==> src/rtl/mem_module_buffer_pkg.sv <==
// Shared types and default geometry for the inter-layer feature-map buffer.
package mem_module_buffer_pkg;

    localparam int DEF_NUMBER_OF_K          = 4;
    localparam int DEF_BIT_SIZE             = 32;
    localparam int DEF_PROCESSING_ELEMENTS  = 2;
    localparam int DEF_IMAGE_WIDTH          = 2;

    localparam int PIXELS = DEF_IMAGE_WIDTH * DEF_IMAGE_WIDTH;
    localparam int TOTAL  = DEF_NUMBER_OF_K * PIXELS;
    localparam int GROUPS = DEF_NUMBER_OF_K / DEF_PROCESSING_ELEMENTS;

    typedef logic [DEF_BIT_SIZE-1:0] pixel_t;

    typedef enum logic {
        ST_LOAD = 1'b0,
        ST_DUMP = 1'b1
    } state_t;

    function automatic int index_width(input int depth);
        return (depth > 1) ? $clog2(depth) : 1;
    endfunction

endpackage

==> src/rtl/mem_module_buffer_kernel_image_store.sv <==
// One kernel's output image: a raster-order write counter and a PIXELS-deep
// register array, exposed in full so the top level can mux any word out.
module kernel_image_store
    import mem_module_buffer_pkg::*;
#(
    parameter int BitSize = 32,
    parameter int Pixels  = 4
) (
    input  logic                            clk,
    input  logic                            res_n,
    input  logic                            wr_en,
    input  logic                            clear,
    input  logic [BitSize-1:0]              wr_data,
    output logic                            full,
    output logic                            last_write,
    output logic [Pixels-1:0][BitSize-1:0]  image
);

    localparam int WW = $clog2(Pixels + 1);
    localparam int AW = index_width(Pixels);

    logic [WW-1:0] wcnt;
    logic          accept;

    assign full       = (wcnt == WW'(Pixels));
    assign accept     = wr_en && !full;
    assign last_write = accept && (wcnt == WW'(Pixels - 1));

    always_ff @(posedge clk or negedge res_n) begin
        if (!res_n) begin
            wcnt <= '0;
        end else if (clear) begin
            wcnt <= '0;
        end else if (accept) begin
            wcnt <= wcnt + WW'(1);
        end
    end

    // Storage carries no reset; contents are only read after a full load.
    always_ff @(posedge clk) begin
        if (accept) begin
            image[wcnt[AW-1:0]] <= wr_data;
        end
    end

endmodule

==> src/rtl/mem_module_buffer.sv <==
// Collects NumberOfK kernel images from time-multiplexed PE lanes, then streams
// every stored pixel out serially (kernel-major, raster order) and re-arms.
module mem_module_buffer
    import mem_module_buffer_pkg::*;
#(
    parameter int NumberOfK          = 4,
    parameter int BitSize            = 32,
    parameter int ProcessingElements = 2,
    parameter int ImageWidth         = 2
) (
    input  logic                                        clk,
    input  logic                                        res_n,
    input  logic [NumberOfK-1:0]                        in_valid,
    input  logic [ProcessingElements-1:0][BitSize-1:0]  in_data,
    output logic [BitSize-1:0]                          out_data,
    output logic                                        out_valid,
    output logic                                        image_done,
    output state_t                                      state_dbg
);

    localparam int PIX = ImageWidth * ImageWidth;
    localparam int TOT = NumberOfK * PIX;
    localparam int RW  = index_width(TOT);

    // Handshake: out_valid qualifies out_data for exactly one cycle; there is
    // no ready, the consumer must take every word. in_valid bits are plain
    // strobes with no back-pressure and are ignored outside LOAD.

    state_t                                  state;
    logic [RW-1:0]                           rcnt;
    logic [NumberOfK-1:0]                    full;
    logic [NumberOfK-1:0]                    last_write;
    logic [NumberOfK-1:0][PIX-1:0][BitSize-1:0] images;
    logic [TOT-1:0][BitSize-1:0]             flat;
    logic                                    load_en;
    logic                                    load_done;
    logic                                    dump_last;

    assign load_en   = (state == ST_LOAD);
    assign load_done = load_en && (&(full | last_write));
    assign dump_last = (state == ST_DUMP) && (rcnt == RW'(TOT - 1));
    assign flat      = images;
    assign state_dbg = state;

    for (genvar k = 0; k < NumberOfK; k++) begin : g_store
        kernel_image_store #(
            .BitSize (BitSize),
            .Pixels  (PIX)
        ) u_store (
            .clk        (clk),
            .res_n      (res_n),
            .wr_en      (load_en && in_valid[k]),
            .clear      (dump_last),
            .wr_data    (in_data[k % ProcessingElements]),
            .full       (full[k]),
            .last_write (last_write[k]),
            .image      (images[k])
        );
    end

    always_ff @(posedge clk or negedge res_n) begin
        if (!res_n) begin
            state      <= ST_LOAD;
            rcnt       <= '0;
            out_data   <= '0;
            out_valid  <= 1'b0;
            image_done <= 1'b0;
        end else begin
            out_valid  <= 1'b0;
            image_done <= 1'b0;
            case (state)
                ST_LOAD: begin
                    if (load_done) begin
                        state <= ST_DUMP;
                        rcnt  <= '0;
                    end
                end
                ST_DUMP: begin
                    out_data  <= flat[rcnt];
                    out_valid <= 1'b1;
                    rcnt      <= rcnt + RW'(1);
                    // The store counters clear on this same edge via dump_last.
                    if (dump_last) begin
                        image_done <= 1'b1;
                        rcnt       <= '0;
                        state      <= ST_LOAD;
                    end
                end
                default: state <= ST_LOAD;
            endcase
        end
    end

endmodule

==> config.mk <==
export PLATFORM = sky130hd
export DESIGN_NAME = mem_module_buffer
export DESIGN_NICKNAME = d
export VERILOG_FILES = /design/src/rtl/mem_module_buffer_pkg.sv /design/src/rtl/mem_module_buffer_kernel_image_store.sv /design/src/rtl/mem_module_buffer.sv
export SDC_FILE = /design/constraint.sdc
export NUM_CORES = 1
export LEC_CHECK = 0
export CAP_MARGIN = 25
export CORE_MARGIN = 5
export CORE_UTILIZATION = 50
export CTS_CLUSTER_DIAMETER = 50
export DETAILED_ROUTE_END_ITERATION = 16
export HOLD_SLACK_MARGIN = 0.1
export PLACE_DENSITY = 0.68
export SLEW_MARGIN = 20
export SYNTH_ARGS = -nofsm -noshare
export SYNTH_HDL_FRONTEND = slang
export SYNTH_SLANG_ARGS = --single-unit
==> constraint.sdc <==
create_clock -name clk -period 5.05 [get_ports clk]
set_input_delay 0.505 -clock clk [delete_from_list [all_inputs] [get_ports clk]]
set_output_delay 0.505 -clock clk [all_outputs]
set_load 0.02 [all_outputs]
==> summary.md <==
| Metric | Value |
|---|---|
| Status | `finished, final reports clean` |
| Post-synth top cells | `512 x edfxtp_1, 128 x mux2i_1, 71 x nor2_1, 64 x mux4_2, 64 x o22ai_1` |
| Top cell type's share of synthesized area | `0.693` |
| Pin count of the biggest net entering global routing | `88` |
| DR WL/cell | `25.5 µm` |
| DP HPWL | `28700 µm` |
| Worst skew pair latency | `0.58 ns` |
| Count leader, synth | `edfxtp_1` |
| Nets | `1350` |
| Row cnt | `77` |
| Num CTS Buffers | `55` |
| Layout cells sized above 1 | `0.187` |
| Die area | `0.0487 mm²` |
| Power per cell area | `549 mW/mm²` |
| Seq/Total Area, Yosys | `0.751` |
| Largest area contributor in the netlist | `edfxtp_1` |
| Post-DP Area | `0.0237 mm²` |
| Synthesized Nets | `1239` |
| Hold violation count in the final report | `0` |
| Final setup viols | `0` |
| Yosys reg bits | `563` |
| Critical path class | `reg -> reg` |
| GRT overflow | `0` |
| Register area | `0.0167 mm²` |
| Root Driver | `clkbuf_16` |
| GRT Util Overall | `0.199` |
| Finished layout cell area | `0.0255 mm²` |
| CTS tree | `yes` |
| Hold crit path type | `in -> async` |
| Worst-path clk slew | `0.06 ns` |
| Placer congestion estimate | `0.775` |
| First-pass GRT wire length | `72000 µm` |
| Final WL | `48400 µm` |
| Postcts setup bufs | `0` |
| Slew HR | `0.307` |
| Fillers | `3228` |
| Height of the chip | `221 µm` |
| Comb power frac | `0.249` |
| Area added between synthesis and finish | `15.1%` |
| Synthesized area per cell | `19.3 µm²` |
| Core ar. | `0.0440 mm²` |
| Port bufs | `104` |
| Synth top area cells | `edfxtp_1 69%, mux4_2 6.5%, mux2i_1 5.8%` |
| Main flop type after synthesis | `edfxtp_1` |
| Initial antenna violation count | `8` |
| DRC violations left | `0` |
| Total negative setup slack | `0 ns` |
| Drt first pass iters | `7` |
| CTS Hold Bufs | `0` |
| Initial DRC Count | `863` |
| Arrival @ worst endpoint | `3.18 ns` |
| CP Launch Type | `flip-flop` |
| RSZ-0062 raised after global routing | `no` |
| Sw Share | `0.299` |
| Achievable Freq | `365 MHz` |
| Hold Slack | `0.0898 ns` |
| Final period util | `0.543` |
| Vias in the first global route | `11100` |
| Max clock buf depth | `3` |
| NetSw | `4190 µW` |
| Synth Warn # | `0` |
| CP Data Required Time | `5.49 ns` |
| CTS resizes | `0` |
| Slew Viols, Final | `0` |
| DIE WIDTH | `221 µm` |
| Synth Instances | `1148` |
| Sinks on Clock Net | `563` |
| H-tree depth | `2` |
| Post-synth ARST share | `0.0906` |
| VDD IR max | `332 µV` |
| Via/cell ratio | `5.75` |
| Flop pwr share | `0.468` |
| LEAKAGE | `0.00828 µW` |
| Remaining antenna violation count | `0` |
| Post-Syn Area | `0.0222 mm²` |
| Yosys cell types | `31` |
| P_int | `9830 µW` |
| Clock Power Share | `0.282` |
| I/O pin count | `105` |
| Number of flops mapped to enable cells by yosys | `512` |
| Multi-input gate area | `0.00508 mm²` |
| Vias | `10900` |
| Skew final | `0.0233 ns` |
| Worst Tran Pin Value | `1.04 ns` |
| Crit Path Max Fanout | `87` |
| Max-cap viol count | `0` |
| Crit. End Element | `flip-flop` |
| Starting density of the core | `0.504` |
| Final min period | `2.74 ns` |
final timing paths:
| path | startpoint | endpoint | slack (ns) | depth (start not counted) |
|---|---|---|---|---|
| max in group asynchronous | res_n | rcnt[2] | 4.27 | 2 |
| worst min register to register | g_store[2].u_store.wcnt[2] | g_store[2].u_store.wcnt[2] | 0.56 | 1 |
| worst max register to register | rcnt[0] | out_data[8] | 2.31 | 4 |
| worst min-delay path | res_n | g_store[0].u_store.wcnt[0] | 0.09 | 2 |
| min in group clk | g_store[2].u_store.wcnt[2] | g_store[2].u_store.wcnt[2] | 0.56 | 1 |
| worst max-delay path | rcnt[0] | out_data[8] | 2.31 | 4 |
metrics by stage:
stage	utilization	total power, µW	setup WS, ns	instances
floorplan	-	8850	2.79	1148
global placement	0.538	10100	2.34	1791
detailed placement	0.539	10200	2.31	1792
CTS	0.579	14100	2.29	1893
global route	0.580	14600	2.17	1897
finish	0.580	14000	2.31	1900
layout make-up:
cell class | instances | area share
antenna | 5 | 0.000490
clock buffer | 82 | 0.0631
clock inverter | 19 | 0.00554
inverter | 17 | 0.00250
multi-input combinational | 502 | 0.199
sequential | 563 | 0.653
tap | 592 | 0.0290
timing repair buffer | 120 | 0.0480
layer usage:
layer,global-route usage,up-vias,share of wire
met4,0.0461,6,0.019
met1,0.300,5711,0.45
met2,0.300,306,0.46
li1,-,4825,-
met3,0.0475,72,0.069
met5,0,-,0.00089
critical path: stages (launching register included):
cell and delay [ns]:
dfrtp_4 0.94, buf_12 0.54, mux4_2 0.63, a211oi_2 0.26, a211oi_2 0.07
flip-flops by register name, indices dropped and copies added, names as in the netlist:
register / cells
image_done: 1
state_dbg: 1
g_store.u_store.wcnt: 12
rcnt: 4
out_data: 32
out_valid: 1
g_store.u_store.image: 512
cell families after synthesis:
group | Yosys count | synth area share
buffers and inverters | 83 | 0.0216
and+or+nand+nor | 138 | 0.0298
muxes | 196 | 0.125
AOI/OAI and AO/OA | 146 | 0.0607
adders and majority gates | 21 | 0.0118
DFF | 563 | 0.751
xor gates and xnor gates | 1 | 0.000395
layout by cell type (no fill, tap or decap), types with 2 or more instances in the layout:
cell type,count
diode_2,5
ha_1,21
nor2b_1,32
clkinv_2,6
a211oi_1,2
o22ai_1,64
clkbuf_1,16
nand2_1,7
a22o_1,11
a211oi_2,62
dfrtp_1,48
clkbuf_16,57
clkinv_1,9
bufinv_16,2
inv_1,17
and3_1,4
clkdlybuf4s50_1,103
a32oi_1,4
buf_4,11
nand2b_1,2
edfxtp_1,512
nand3_1,3
buf_12,4
nor2_1,71
clkbuf_8,9
dfrtp_4,3
and2_2,16
mux4_2,64
mux2_2,4
mux2i_1,128
power groups by stage:
stage / combinational (µW) / clock, µW / sequential (µW)
2_1_floorplan: 2270 / 0 / 6580
3_3_place_gp: 3450 / 0 / 6640
3_5_place_dp: 3520 / 0 / 6670
4_1_cts: 3520 / 4010 / 6580
5_1_grt: 3760 / 4200 / 6660
6_report: 3490 / 3960 / 6570
Power figures use the tool's default switching activity.
